--- src/rtl/neuron_mac_pkg.sv ---
// Fixed-point constants and FSM encodings shared by the neuron MAC and the
// activation stages that consume its Q8.24 output.
package neuron_mac_pkg;
    localparam int WIDTH_D = 32;
    localparam int FL_D    = 24;

    localparam logic [31:0] Q_ONE = 32'h0100_0000;
    localparam logic [31:0] Q_MAX = 32'h7FFF_FFFF;
    localparam logic [31:0] Q_MIN = 32'h8000_0000;

    typedef enum logic [1:0] {
        S_IDLE  = 2'd0,
        S_ACCUM = 2'd1,
        S_DRAIN = 2'd2,
        S_BIAS  = 2'd3
    } state_e;
endpackage

--- src/rtl/neuron_mac_reg.sv ---
// Plain enabled pipeline register with synchronous active-high clear.
module neuron_mac_reg #(
    parameter int W = 1
) (
    input  logic         clk_i,
    input  logic         rst_i,
    input  logic         en_i,
    input  logic [W-1:0] d_i,
    output logic [W-1:0] q_o
);
    always_ff @(posedge clk_i) begin
        if (rst_i)     q_o <= '0;
        else if (en_i) q_o <= d_i;
    end
endmodule

--- src/rtl/neuron_mac.sv ---
// Sequential x.w dot product plus bias, saturated to Q8.24, one pair per cycle.
module neuron_mac
    import neuron_mac_pkg::*;
#(
    parameter int WIDTH    = WIDTH_D,
    parameter int FL       = FL_D,
    parameter int N_INPUTS = 4
) (
    input  logic             clk,
    input  logic             rst,
    input  logic             en,
    input  logic             start,
    input  logic             in_valid,
    output logic             in_ready,
    input  logic [WIDTH-1:0] x_in,
    input  logic [WIDTH-1:0] w_in,
    input  logic [WIDTH-1:0] bias,
    output logic             busy,
    output logic             out_valid,
    output logic [WIDTH-1:0] y
);
    localparam int GUARD = $clog2(N_INPUTS) + 1;
    localparam int PW    = 2*WIDTH - FL;
    localparam int ACC_W = PW + GUARD;
    localparam int CNT_W = $clog2(N_INPUTS) + 1;

    state_e             state_q;
    logic [CNT_W-1:0]   count_q;
    logic [ACC_W-1:0]   acc_q;
    logic               busy_q, done_q;
    logic [WIDTH-1:0]   res_q;

    logic signed [2*WIDTH-1:0] prod_full;
    logic [PW-1:0]      prod_d, prod_q;
    logic               prod_v_q, accept, start_ok;
    logic [ACC_W-1:0]   sum;
    logic [ACC_W-WIDTH:0] sum_hi;
    logic [WIDTH-1:0]   res_sat, y_d;
    logic               unused_prod_lsbs;

    assign in_ready = en && (state_q == S_ACCUM);
    assign accept   = in_valid && in_ready;
    // Busy covers the out_valid cycle, yet a start there must still be honoured.
    assign start_ok = start && (state_q == S_IDLE) && (!busy_q || out_valid);
    assign busy     = busy_q;

    assign prod_full = $signed({{WIDTH{x_in[WIDTH-1]}}, x_in})
                     * $signed({{WIDTH{w_in[WIDTH-1]}}, w_in});
    assign prod_d           = prod_full[2*WIDTH-1:FL];
    assign unused_prod_lsbs = ^prod_full[FL-1:0];

    always_comb begin
        sum    = acc_q + {{(ACC_W-WIDTH){bias[WIDTH-1]}}, bias};
        sum_hi = sum[ACC_W-1:WIDTH-1];
        if (&sum_hi || !(|sum_hi)) res_sat = sum[WIDTH-1:0];
        else if (sum[ACC_W-1])     res_sat = {1'b1, {(WIDTH-1){1'b0}}};
        else                       res_sat = {1'b0, {(WIDTH-1){1'b1}}};
    end

    always_ff @(posedge clk) begin
        if (rst) begin
            state_q <= S_IDLE;
            count_q <= '0;
            acc_q   <= '0;
            busy_q  <= 1'b0;
            done_q  <= 1'b0;
            res_q   <= '0;
        end else if (en) begin
            done_q <= 1'b0;
            if (prod_v_q) acc_q  <= acc_q + {{GUARD{prod_q[PW-1]}}, prod_q};
            if (out_valid) busy_q <= 1'b0;
            case (state_q)
                S_IDLE: if (start_ok) begin
                    acc_q   <= '0;
                    count_q <= '0;
                    busy_q  <= 1'b1;
                    state_q <= S_ACCUM;
                end
                S_ACCUM: if (accept) begin
                    count_q <= count_q + CNT_W'(1);
                    if (count_q == CNT_W'(N_INPUTS-1)) state_q <= S_DRAIN;
                end
                S_DRAIN: state_q <= S_BIAS;
                S_BIAS: begin
                    res_q   <= res_sat;
                    done_q  <= 1'b1;
                    state_q <= S_IDLE;
                end
                default: state_q <= S_IDLE;
            endcase
        end
    end

    assign y_d = done_q ? res_q : y;

    neuron_mac_reg #(.W(PW)) u_prod (
        .clk_i(clk), .rst_i(rst), .en_i(en), .d_i(prod_d), .q_o(prod_q)
    );
    neuron_mac_reg #(.W(1)) u_prod_v (
        .clk_i(clk), .rst_i(rst), .en_i(en), .d_i(accept), .q_o(prod_v_q)
    );
    neuron_mac_reg #(.W(WIDTH)) u_y (
        .clk_i(clk), .rst_i(rst), .en_i(en), .d_i(y_d), .q_o(y)
    );
    neuron_mac_reg #(.W(1)) u_out_valid (
        .clk_i(clk), .rst_i(rst), .en_i(en), .d_i(done_q), .q_o(out_valid)
    );
endmodule

--- config.mk ---
export PLATFORM = sky130hd
export DESIGN_NAME = neuron_mac
export DESIGN_NICKNAME = d
export VERILOG_FILES = /design/src/rtl/neuron_mac_pkg.sv /design/src/rtl/neuron_mac_reg.sv /design/src/rtl/neuron_mac.sv
export SDC_FILE = /design/constraint.sdc
export NUM_CORES = 2
export LEC_CHECK = 0
export CORE_MARGIN = 2
export CORE_UTILIZATION = 60
export DETAILED_ROUTE_END_ITERATION = 10
export DONT_BUFFER_PORTS = 1
export GPL_TIMING_DRIVEN = 0
export PLACE_DENSITY = 0.83
export SYNTH_ARGS = -nofsm -noshare
export SYNTH_HDL_FRONTEND = slang
export SYNTH_SLANG_ARGS = --single-unit
--- constraint.sdc ---
create_clock -name clk -period 10.6 [get_ports clk]
set_input_delay 0.53 -clock clk [delete_from_list [all_inputs] [get_ports clk]]
set_output_delay 0.53 -clock clk [all_outputs]
set_load 0.02 [all_outputs]
# After elaboration in Yosys (flattened, before gate mapping)
# Cells that the tools add are included.
# classes
addsub	3
multipliers	1
n_eq_ne	7
n_mux	16
n_reduce_logical	16
# ops
cell	n
$mux W43	3
$add A43 B43 Y43	2
$mul A32 B32 Y64	1
$mux W32	2
$reduce_and A12 Y1	1
$reduce_or A12 Y1	1
$pmux W2 S4	1
$reduce_and A4 Y1	2
$mux W2	3
$mux W3	2
$pmux W3 S2	1
$eq A2 B2 Y1 const B	2
$logic_and A1 B1 Y1	4
$mux W1	4
$ne A2 B1 Y1 const B	2
$reduce_and A2 Y1	2
$add A3 B1 Y3 const B	1
$eq A3 B2 Y1 const B	1
$eq A2 B1 Y1 const B	1
$logic_not A1 Y1	2
$logic_not A2 Y1	1
$logic_or A1 B1 Y1	2
$ne A2 B2 Y1 const B	1
$reduce_bool A2 Y1	1
# word_totals
reg_bits	156

# Longest topological paths before layout
# logic_depth
ltp_word	5
ltp_mapped	31

# Modules after synthesis
# From an unflattened synthesis, not the netlist that was laid out.
# unflattened
cells_unflattened	4961
area_unflattened_um2	45845.2
# modules_own_cells
mod	n_inst	cells_each	area_per_inst_um2	seq_area_each_um2
neuron_mac	1	4723	43156.4	1641.6
neuron_mac_reg (u_prod)	1	129	1457.6	800.8
neuron_mac_reg (u_y)	1	103	1163.6	640.6
neuron_mac_reg (u_out_valid ...)	2	3	33.8	20.0

# Least setup slack after synthesis
# No wires, ideal clock.
# synth_path
path_type	input-to-reg
start	in x_in[31]
end	reg u_prod.q_o[36]
arrival_time_ns	7.875
required_time_ns	10.484
setup_slack_ns	2.609
path_stages	25
cell_sequence	clkbuf_1 > nand2_1 > inv_1 > fa_1 > inv_1 > fa_1 > inv_1 > fa_1 > fa_1 > inv_1 > fa_1 > inv_1 > fa_1 > inv_1 > fa_1 > inv_1 > fa_1 > ha_1 > nand4_1 > o41ai_4 > a21boi_4 > o31ai_4 > a21oi_2 > mux2_1 > a31o_1
# synth_between
elab_chain_len	1
# synth_lines
element	line_no	source
from (decl)	neuron_mac.sv:15	input logic [WIDTH-1:0] x_in,
$mul A32 B32 Y64	neuron_mac.sv:48	* $signed({{WIDTH{w_in[WIDTH-1]}}, w_in});
to (signal assigned)	neuron_mac_reg.sv:13	else if (en_i) q_o <= d_i;
to (decl)	neuron_mac_reg.sv:9	output logic [W-1:0] q_o
# Every way passes these cells.
# A chain may end at the register's enable or synchronous reset.

# Worst setup path after layout
# layout_path
start	in x_in[16]
end	reg u_prod.q_o[39]
# The elaborated chain is that of the path after synthesis.

==> run metrics <==
Hold Path End=u_prod_v.q_o$_SDFFE_PP0P_; EDFF count, synth=0; most used cell, CP=fa_1; Routed Antenna Nets=0; Fmax=0.1058 GHz; hold buffers post-CTS=0; # clock sinks=156; Post-Syn Area per Cell=9.119 sq um; TritonCTS clock tree=done; clock latency at the later pin of the worst-skew pair=450 ps; Async SR Flop Fraction=0%; CP Class=input pin to flip-flop; vias in the first global route=38250; Synthesis Warnings=0; Post-Place Worst Slack=1138 ps; #FFs+latches synth=156; post-layout instance area=0.04746 sq mm; Period minus WS final=9454 ps; Mapped Area=0.04558 sq mm; Worst-Margin Slew=1322 ps; post_cts resized=0; row count=101; height of the die=279.6 microns; drt pass-1 iters=9; antenna violations before repair=12; number of max-cap violations=0; # IOs=136; postcts setup bufs=0; Synth-to-Final Area Change=4.126%; Top Family by Delay on Critical Path=adder cells; Starting DRT DRC Count=3518; via count=36500; fraction of layout cells with a size suffix above 1=1.550%; CTS clk-pin slew, worst paths=70 ps; max incr delay on CP=830 ps; post-place instance area=0.04681 sq mm; Final Hold Violating Endpoints=0; global-route wire length before repair=221.3 mm; # DRC=0; cts bufs inserted=17; outcome=finished, final reports clean; crit path max fanout=11; Starting Density=60.32%; Setup Viol. Count Final=0; CTS Buffer Depth=2; placed cells=5977; register area share after synthesis=6.851%; CP Launch Type=input pin; core area=0.07557 sq mm; Critical Path AT=9790 ps; H-tree Lvls=4; Worst Hold Depth=2; Worst Clk Skew=11.65 ps; die area=0.07819 sq mm; GRT Overall Usage=38.28%; RSZ-0062 raised after global routing=no; fin. max-slew vios=0; Cell Count, Final, Fillers Out=6026; final WL=145.8 mm; CP bufs+invs=2; R2R Setup Slk=6240 ps; grt total ovfl=0; top_reg_cell synth=dfxtp_1; synthesized netlist cell count=4999; HP Class=input pin to flip-flop; worst endpoint required time=10940 ps; worst r2r dst=res_q[26]$_SDFFE_PP0P_; mean routed wirelength per cell=24.20 microns; Worst Hold Launch=in_valid; via/cell ratio=6.058; CP Cell Sequence=clkbuf_1 > nand2_1 > fa_1 > fa_1 > fa_1 > fa_1 > inv_1 > fa_1 > fa_1 > fa_1 > fa_1 > ha_1 > a21o_1 > a21oi_1 > o21ai_1 > o41ai_2 > o221ai_1 > a41oi_4 > o41ai_4 > a41oi_2 > o21bai_1 > a211oi_1 > mux2i_1 > a31o_2; largest net degree at the start of global routing=21; die width=279.6 microns; post-synthesis cell type count=83; Worst slew margin=11.27%; r2r startpoint=acc_q[0]$_SDFFE_PP0P_; crit end category=flip-flop; worst r2r path cells=16; sum of negative setup slack=0 ps; period utilization=89.19%; PnR worst setup slack=1146 ps; Port Buf Inserts=0; routability cong.=1.093; root buffer cell=clkbuf_16; slowest CP cell=clkbuf_1; Layout Nets=6473; HPWL after detailed placement=125.1 mm; Synthesized Nets=6454
[worst max path at each step]
stage / from / endpoint / depth (start not counted)
4_1_cts: x_in[16] / u_prod.q_o[39]$_SDFFE_PP0P_ / 24
6_report: x_in[16] / u_prod.q_o[39]$_SDFFE_PP0P_ / 24
2_1_floorplan: x_in[31] / u_prod.q_o[36]$_SDFFE_PP0P_ / 25
3_5_place_dp: x_in[16] / u_prod.q_o[20]$_SDFFE_PP0P_ / 24
5_1_grt: x_in[16] / u_prod.q_o[39]$_SDFFE_PP0P_ / 24
3_3_place_gp: x_in[31] / u_prod.q_o[39]$_SDFFE_PP0P_ / 24
[metrics by stage]
| step | util [%] | hold WS, ps |
|---|---|---|
| 2_1_floorplan | - | 432.3 |
| 3_3_place_gp | 61.94 | 444.3 |
| 3_5_place_dp | 61.94 | 445.4 |
| 4_1_cts | 62.75 | 223.0 |
| 5_1_grt | 62.76 | 271.9 |
| 6_report | 62.81 | 227.1 |
[routing by layer]
metal	wire length, microns	share of wire, %	global-route usage (%)
met2	63290	43	57.61
met4	12720	8.7	26.12
met1	52170	36	47.98
met5	34	0.023	0
met3	17600	12	11.13
[registers in the layout, indices dropped and copies added (netlist names)]
register	flops
acc_q	43
busy	1
count_q	3
done_q	1
res_q	32
state_q	2
u_out_valid.q_o	1
u_prod.q_o	40
u_prod_v.q_o	1
u_y.q_o	32
[Yosys cell counts, types with 13 or more instances]
cell / number / share of area, %
fa_1: 1083 / 48
a22oi_1: 22 / 0.36
ha_1: 271 / 7.4
nand3_1: 31 / 0.34
o21ai_0: 58 / 0.64
o21bai_1: 23 / 0.38
o21ai_1: 13 / 0.14
a21o_1: 90 / 1.5
a21oi_1: 181 / 2.0
nor3_1: 21 / 0.23
nand2_1: 663 / 5.5
dfxtp_1: 156 / 6.9
xor2_1: 59 / 1.1
and2_1: 517 / 7.1
nand2b_1: 14 / 0.19
a211oi_1: 21 / 0.35
nand4_1: 22 / 0.30
a311oi_1: 18 / 0.35
inv_1: 1005 / 8.3
a22o_1: 15 / 0.29
nor2_1: 190 / 1.6
clkbuf_1: 245 / 2.0
xnor2_1: 63 / 1.2
nor2b_1: 13 / 0.18
mux2i_1: 30 / 0.66
[cell families (layout without fill, tap and decap cells)]
family	Yosys count	in the layout	synth area share, %
AND/OR/NAND/NOR	1517	1517	16.10
adder cells (fa/ha/maj)	1354	1354	55.00
other	0	17	0
buffers and inverters	1264	1296	10.51
multiplexers	31	31	0.6835
AO/OA/AOI/OAI	555	555	8.512
flip-flops	156	156	6.851
XOR/XNOR	122	122	2.344
[cell type report]
type	instances	area, sq um
inverters	1007	3780
flip-flops and latches	156	3123
diodes	17	42.54
plain buffers	257	1011
clock inverters	14	175.2
fillers	6279	28110
clock buffers	18	439.2
multi-input cells	3579	37670
well taps	978	1224
[placed cells by master (no fill, tap or decap), drive strengths merged, types with 6 or more instances in the layout]
cell    count
nor2      190
a311oi     29
a32oi       6
mux2i      30
ha        271
a22o       15
inv      1013
nor3       23
a21o       90
and3       11
diode      17
o21a       11
a31oi      12
clkinv      6
nand4      22
o31ai       7
o22ai       7
clkbuf    265
a21oi     183
dfxtp     156
xnor2      63
or3        11
a22oi      22
nand2b     14
nand2     664
nand3      32
o21bai     23
fa       1083
o21ai      72
xor2       59
nor2b      13
buf        10
a211oi     22
and2      517
o211ai     10
Power is left out: the tool's default activity adds up to more than one toggle a clock period on the data nets, which glitch-free logic cannot reach.
